===== src/rtl/nn_arb_pkg.sv =====
// Shared types and constants for the NN block bus arbiter.
package nn_arb_pkg;

  localparam logic RW_WRITE = 1'b1;
  localparam logic RW_READ  = 1'b0;

  localparam int unsigned NN_ARB_N_MASTERS = 2;

  typedef enum logic {ARB_IDLE, ARB_GRANT} arb_state_t;

  // Master ID for the default two-master build (host + DMA).
  typedef logic [$clog2(NN_ARB_N_MASTERS)-1:0] master_id_t;

endpackage


===== src/rtl/nn_arb_id_fifo.sv =====
// Owner-ID FIFO: remembers which master issued each outstanding read, in issue order.
module nn_arb_id_fifo #(
  parameter int unsigned DEPTH = 4,
  parameter int unsigned WIDTH = 1
) (
  input  logic             clk_i,
  input  logic             rst_i,
  input  logic             push_i,
  input  logic [WIDTH-1:0] data_i,
  input  logic             pop_i,
  output logic [WIDTH-1:0] head_o,
  output logic             full_o,
  output logic             empty_o
);

  localparam int unsigned PtrW = $clog2(DEPTH);
  localparam int unsigned CntW = PtrW + 1;

  logic [WIDTH-1:0] mem_q [DEPTH];
  logic [PtrW-1:0]  wr_ptr_q, wr_ptr_d;
  logic [PtrW-1:0]  rd_ptr_q, rd_ptr_d;
  logic [CntW-1:0]  cnt_q, cnt_d;
  logic             push_ok, pop_ok;

  assign full_o  = (cnt_q == CntW'(DEPTH));
  assign empty_o = (cnt_q == '0);
  assign head_o  = mem_q[rd_ptr_q];

  // Full rejects a push even if a pop happens in the same cycle.
  assign push_ok = push_i && !full_o;
  assign pop_ok  = pop_i && !empty_o;

  // Pointer and occupancy next-state.
  always_comb begin
    wr_ptr_d = wr_ptr_q + PtrW'(push_ok);
    rd_ptr_d = rd_ptr_q + PtrW'(pop_ok);
    cnt_d    = cnt_q;
    case ({push_ok, pop_ok})
      2'b10:   cnt_d = cnt_q + 1'b1;
      2'b01:   cnt_d = cnt_q - 1'b1;
      default: cnt_d = cnt_q;
    endcase
  end

  // Pointer and occupancy state, synchronous reset.
  always_ff @(posedge clk_i) begin
    if (rst_i) begin
      wr_ptr_q <= '0;
      rd_ptr_q <= '0;
      cnt_q    <= '0;
    end else begin
      wr_ptr_q <= wr_ptr_d;
      rd_ptr_q <= rd_ptr_d;
      cnt_q    <= cnt_d;
    end
  end

  // Storage needs no reset: entries are only read after being written.
  always_ff @(posedge clk_i) begin
    if (push_ok) begin
      mem_q[wr_ptr_q] <= data_i;
    end
  end

endmodule


===== src/rtl/nn_bus_arbiter.sv =====
// Round-robin arbiter sharing one NN block slave port between several bus masters,
// with bounded bursts and in-order routing of read responses back to their issuer.
module nn_bus_arbiter
  import nn_arb_pkg::*;
#(
  parameter int unsigned N_MASTERS = NN_ARB_N_MASTERS,
  parameter int unsigned OUTST     = 4,
  parameter int unsigned MAX_BURST = 8
) (
  input  logic                       clk,
  input  logic                       reset,
  input  logic [N_MASTERS-1:0]       m_sel,
  input  logic [N_MASTERS-1:0]       m_RW,
  input  logic [N_MASTERS-1:0][19:0] m_addr,
  input  logic [N_MASTERS-1:0][31:0] m_din,
  output logic [N_MASTERS-1:0][31:0] m_dout,
  output logic [N_MASTERS-1:0]       m_bus_stop,
  output logic [N_MASTERS-1:0]       m_pushout,
  output logic                       s_sel,
  output logic                       s_RW,
  output logic [19:0]                s_addr,
  output logic [31:0]                s_din,
  input  logic [31:0]                s_dout,
  input  logic                       s_bus_stop,
  input  logic                       s_pushout,
  output logic                       err_orphan
);

  localparam int unsigned IdW    = $clog2(N_MASTERS);
  localparam int unsigned BurstW = $clog2(MAX_BURST + 1);
  localparam logic [BurstW-1:0] BurstLast = BurstW'(MAX_BURST - 1);
  localparam logic [IdW-1:0]    LastId    = IdW'(N_MASTERS - 1);

  arb_state_t        state_q, state_d;
  logic [IdW-1:0]    owner_q, owner_d;
  logic [IdW-1:0]    rr_ptr_q, rr_ptr_d;
  logic [BurstW-1:0] burst_cnt_q, burst_cnt_d;
  logic              err_orphan_q;

  logic              granted;
  logic              rd_block;
  logic              accept;
  logic              found;
  logic [IdW-1:0]    pick;
  int unsigned       idx;

  logic              fifo_push, fifo_pop;
  logic              fifo_full, fifo_empty;
  logic [IdW-1:0]    fifo_head;

  assign granted  = (state_q == ARB_GRANT);
  // Reads stall while the owner FIFO is full; writes are never held back by it.
  assign rd_block = granted && (m_RW[owner_q] == RW_READ) && fifo_full;
  assign s_sel    = granted && m_sel[owner_q] && !rd_block;
  assign accept   = s_sel && !s_bus_stop;

  // Round-robin pick: first requester at or after rr_ptr, wrapping.
  always_comb begin
    found = 1'b0;
    pick  = rr_ptr_q;
    idx   = 0;
    for (int unsigned k = 0; k < N_MASTERS; k++) begin
      idx = (int'(rr_ptr_q) + k) % N_MASTERS;
      if (!found && m_sel[idx]) begin
        found = 1'b1;
        pick  = IdW'(idx);
      end
    end
  end

  // Slave-side request mux and per-master stall.
  always_comb begin
    s_RW       = 1'b0;
    s_addr     = '0;
    s_din      = '0;
    m_bus_stop = '1;
    if (granted) begin
      s_RW                = m_RW[owner_q];
      s_addr              = m_addr[owner_q];
      s_din               = m_din[owner_q];
      m_bus_stop[owner_q] = s_bus_stop || rd_block;
    end
  end

  // Arbitration FSM, round-robin pointer and burst counter next-state.
  always_comb begin
    state_d     = state_q;
    owner_d     = owner_q;
    rr_ptr_d    = rr_ptr_q;
    burst_cnt_d = burst_cnt_q;
    case (state_q)
      ARB_IDLE: begin
        if (found) begin
          state_d = ARB_GRANT;
          owner_d = pick;
        end
      end
      ARB_GRANT: begin
        if (accept) begin
          burst_cnt_d = burst_cnt_q + 1'b1;
        end
        if (!m_sel[owner_q] || (accept && (burst_cnt_q == BurstLast))) begin
          state_d     = ARB_IDLE;
          burst_cnt_d = '0;
          rr_ptr_d    = (owner_q == LastId) ? '0 : owner_q + 1'b1;
        end
      end
      default: state_d = ARB_IDLE;
    endcase
  end

  // Arbiter state, synchronous active-high reset.
  always_ff @(posedge clk) begin
    if (reset) begin
      state_q      <= ARB_IDLE;
      owner_q      <= '0;
      rr_ptr_q     <= '0;
      burst_cnt_q  <= '0;
      err_orphan_q <= 1'b0;
    end else begin
      state_q      <= state_d;
      owner_q      <= owner_d;
      rr_ptr_q     <= rr_ptr_d;
      burst_cnt_q  <= burst_cnt_d;
      if (s_pushout && fifo_empty) begin
        err_orphan_q <= 1'b1;
      end
    end
  end

  assign err_orphan = err_orphan_q;

  assign fifo_push = accept && (s_RW == RW_READ);
  assign fifo_pop  = s_pushout && !fifo_empty;

  nn_arb_id_fifo #(
    .DEPTH (OUTST),
    .WIDTH (IdW)
  ) u_id_fifo (
    .clk_i   (clk),
    .rst_i   (reset),
    .push_i  (fifo_push),
    .data_i  (owner_q),
    .pop_i   (fifo_pop),
    .head_o  (fifo_head),
    .full_o  (fifo_full),
    .empty_o (fifo_empty)
  );

  // Zero-latency response routing to the master at the FIFO head.
  always_comb begin
    m_pushout = '0;
    m_dout    = '0;
    if (fifo_pop) begin
      m_pushout[fifo_head] = 1'b1;
      m_dout[fifo_head]    = s_dout;
    end
  end

endmodule


===== config.mk =====
export PLATFORM = sky130hd
export DESIGN_NAME = nn_bus_arbiter
export DESIGN_NICKNAME = d
export VERILOG_FILES = /design/src/rtl/nn_arb_pkg.sv /design/src/rtl/nn_arb_id_fifo.sv /design/src/rtl/nn_bus_arbiter.sv
export SDC_FILE = /design/constraint.sdc
export NUM_CORES = 1
export LEC_CHECK = 0
export CAP_MARGIN = 20
export CORE_AREA = 5 5 100 102
export CTS_CLUSTER_DIAMETER = 80
export DETAILED_ROUTE_END_ITERATION = 16
export DIE_AREA = 0 0 105 107
export PLACE_DENSITY = 0.81
export RECOVER_POWER = 100
export SYNTH_ARGS = -nofsm -noshare
export SYNTH_HDL_FRONTEND = slang
export SYNTH_SLANG_ARGS = --single-unit

===== constraint.sdc =====
create_clock -name clk -period 2.5 [get_ports clk]
set_input_delay 0.5 -clock clk [delete_from_list [all_inputs] [get_ports clk]]
set_output_delay 0.5 -clock clk [all_outputs]
set_load 0.02 [all_outputs]

==> impl_metrics.ini, run 1 <==
[synthesis]
netlist.area_leader.share = 0.241
yosysWarnings = 0
netlist_area_sq_um = 2200
avgSynthCellArea_sq_um = 7.59
ys_types = 43
syn-num-nets = 439
syn_inst = 290
yosysTopAreaCell = mux2i_1
ys_ff_latch = 19
synth_enable_flop_cells = 4
synthFlopType = dfxtp_1
synth.area.top_cells = mux2i_1, and2_1, dfxtp_1
ys_seq_area_frac = 0.191
ys_async_sr_fraction = 0

[die]
ios = 267
num_rows = 35
start_util = 0.244
die_w_microns = 105
dieHeight_microns = 107
die_area_sq_um = 11200
core_sq_um = 9020

[sta]
slew_headroom = 0.619
period_needed_ns = 2.44
tightest_slew_ns = 0.570
setup_viol_count_final = 0
drv_slew = 0
setup_slack_ns = 0.0588
finalCritPeriodShare = 0.976
fin_worst_skew_ns = 0.00271
finalHoldViolations = 0
fmax_mhz = 410

[setup_path]
rr_startpoint = u_id_fifo.cnt_q[2]
ff2ff_setup_slack_ns = 0.22
r2r_cells = 10
critical_path.startpoint_type = flip-flop
worst-path-max-fanout = 28
crit_end = s_addr[2]
cp-end-kind = output pin
reg2reg_to = u_id_fifo.cnt_q[2]
cp.required_ns = 2.00
path_class = reg -> out
arrival_ns = 1.94
startpoint = owner_q

[finish]
final_core_util = 0.566
multi_input_comb_area_sq_um = 1680
syn2layout_area_growth_pct = 132
instances_no_fill = 663
seqCellArea_sq_um = 425
antenna_cells = 0
nets = 702
drive_gt1_frac = 0.0688
nFillCells = 819

[placement]
numPortBuffers = 266
post-place-ws_ns = -0.261
place_congestion = 0.866
dpl.hpwl_microns = 9240
dp_cells = 658

[clocking]
clockBufferDepth = 2
clk_pin_slew_worst_paths_ns = 0.07
clockRootBuffer = clkbuf_8
htreeDepth = 1
insertion_delay_ns = 0.26
cts_hold_buf = 0
cts-buffers-inserted = 3
cts_setup_buffers = 0
tritoncts = yes
cts_sinks = 19

[grt]
grt_use_total = 0.172
grt_pass1_wl_microns = 15800
gr-total-overflow = 0
grt_max_degree = 57
grt_pass1_vias = 3052
antenna_found_initial = 0

[detailed_routing]
via_per_inst = 4.54
dr.pass1.iters = 4
drc_errors = 0
wl_microns = 10600
wl_per_cell_microns = 16.0
final_antenna_net_count = 0
drtIter0Drc = 86
vias = 3009

[run_status]
status = finished, final reports clean

[power]
pwr-share-clk = 0.146
comb_power_share = 0.617
p_int_uw = 932
p_sw_uw = 543
p_sw_frac = 0.368
pwr-share-seq = 0.237
power.density_nw_per_um2 = 289
ir_drop_mv = 0.160
total_power_mw = 1.47
p_leak_nw = 2.13

[job]
maxCapViolCount = 0

[min_path]
hold_path.class = reg -> reg
-- cells in the mapped netlist (3+ instances only) --
master and n:
edfxtp_1 4, o21ai_0 3, a21oi_1 6, clkbuf_1 15, nand2b_1 3, buf_2 6
and3b_1 3, nand3_1 3, nor2_1 62, and2_1 66, mux2i_1 53, ha_1 4
nor2b_1 4, inv_1 8, dfxtp_1 15
-- final cells by class --
| type | count | area share |
|---|---|---|
| Clock buffer | 3 | 0.00809 |
| Clock inverter | 1 | 0.000981 |
| Inverter | 9 | 0.00711 |
| Multi-Input combinational cell | 240 | 0.330 |
| Sequential cell | 19 | 0.0834 |
| Tap cell | 111 | 0.0272 |
| Timing Repair Buffer | 280 | 0.543 |
-- timing repair --
action	in CTS	in global routing
gates resized for setup	110	51
cloned	0	1
endpoints found under the setup margin	70	103
pin swaps	0	1
-- power by group through the flow --
| stage | Combinational [mW] | Sequential, mW | Clock (mW) |
|---|---|---|---|
| 3_3_place_gp | 0.942 | 0.352 | 0 |
| 5_1_grt | 0.979 | 0.352 | 0.241 |
| 4_1_cts | 0.929 | 0.346 | 0.223 |
| 6_report | 0.910 | 0.349 | 0.215 |
| 3_5_place_dp | 0.960 | 0.353 | 0 |
| 2_1_floorplan | 0.417 | 0.350 | 0 |
-- registers in the layout (all words and copies together) (netlist names) --
signal	count
u_id_fifo.cnt_q	3
u_id_fifo.rd_ptr_q	2
u_id_fifo.wr_ptr_q	2
granted	1
rr_ptr_q	1
u_id_fifo.mem_q	4
burst_cnt_q	4
err_orphan	1
owner_q	1
-- routing by layer --
metal | up-vias | share of wire | wire length [microns] | global-route usage
li1 | 1498 | - | - | -
met1 | 1321 | 0.32 | 3430 | 0.159
met2 | 173 | 0.55 | 5790 | 0.350
met3 | 17 | 0.10 | 1090 | 0.0608
met4 | 0 | 0.026 | 273 | 0.0429
met5 | - | 0 | 0 | 0
-- per-stage QoR --
step	setup TNS (ns)	instance area [sq um]	hold WS, ns
2_1_floorplan	0	2200	0.452
3_3_place_gp	-12.98	5040	0.468
3_5_place_dp	-13.87	5040	0.482
4_1_cts	-0.00549	5050	0.497
5_1_grt	-0.00271	5100	0.530
6_report	0	5100	0.497
-- cells by family (layout without fill, tap and decap cells) --
| kind of cell | count (synthesis) | after routing | share of synthesized area |
|---|---|---|---|
| compound gates | 21 | 21 | 0.0671 |
| xor+xnor | 4 | 4 | 0.0159 |
| fa+ha+maj | 5 | 5 | 0.0318 |
| buf+inv | 31 | 293 | 0.0597 |
| flops | 19 | 19 | 0.191 |
| mux | 56 | 56 | 0.263 |
| simple gates | 154 | 154 | 0.372 |
-- worst min path at each step --
stage | startpoint | end | slack [ns] | depth (start not counted)
2_1_floorplan | burst_cnt_q[3] | burst_cnt_q[3] | 0.45 | 2
3_3_place_gp | burst_cnt_q[3] | burst_cnt_q[3] | 0.47 | 2
3_5_place_dp | burst_cnt_q[3] | burst_cnt_q[3] | 0.48 | 2
4_1_cts | burst_cnt_q[3] | burst_cnt_q[3] | 0.50 | 2
5_1_grt | burst_cnt_q[3] | burst_cnt_q[3] | 0.53 | 2
6_report | burst_cnt_q[3] | burst_cnt_q[3] | 0.50 | 2
-- critical path: stages (launching register included) --
cell and delay, ns:
dfxtp_4 0.45, clkbuf_16 0.27, mux2i_1 0.20, nor2_1 0.05, dlygate4sd3_1 0.71
-- cell usage in the layout, fill, tap and decap left out, types with 4 or more instances in the layout --
master	instances
dlygate4sd2_1	15
clkdlybuf4s50_1	148
clkdlybuf4s15_1	40
nor2_1	61
a21oi_1	5
clkbuf_1	9
clkdlybuf4s15_2	8
buf_4	7
edfxtp_1	4
dlygate4sd3_1	46
dfxtp_1	13
and2_0	8
inv_1	8
and2_1	58
mux2i_1	53
(Power assumes the default switching activity.)
==> run 2: changes to the inputs <==
- SLEW_MARGIN: default -> 25
==> results of run 2 <==
Final layout, timing and power as in run 1 (identical DEF).
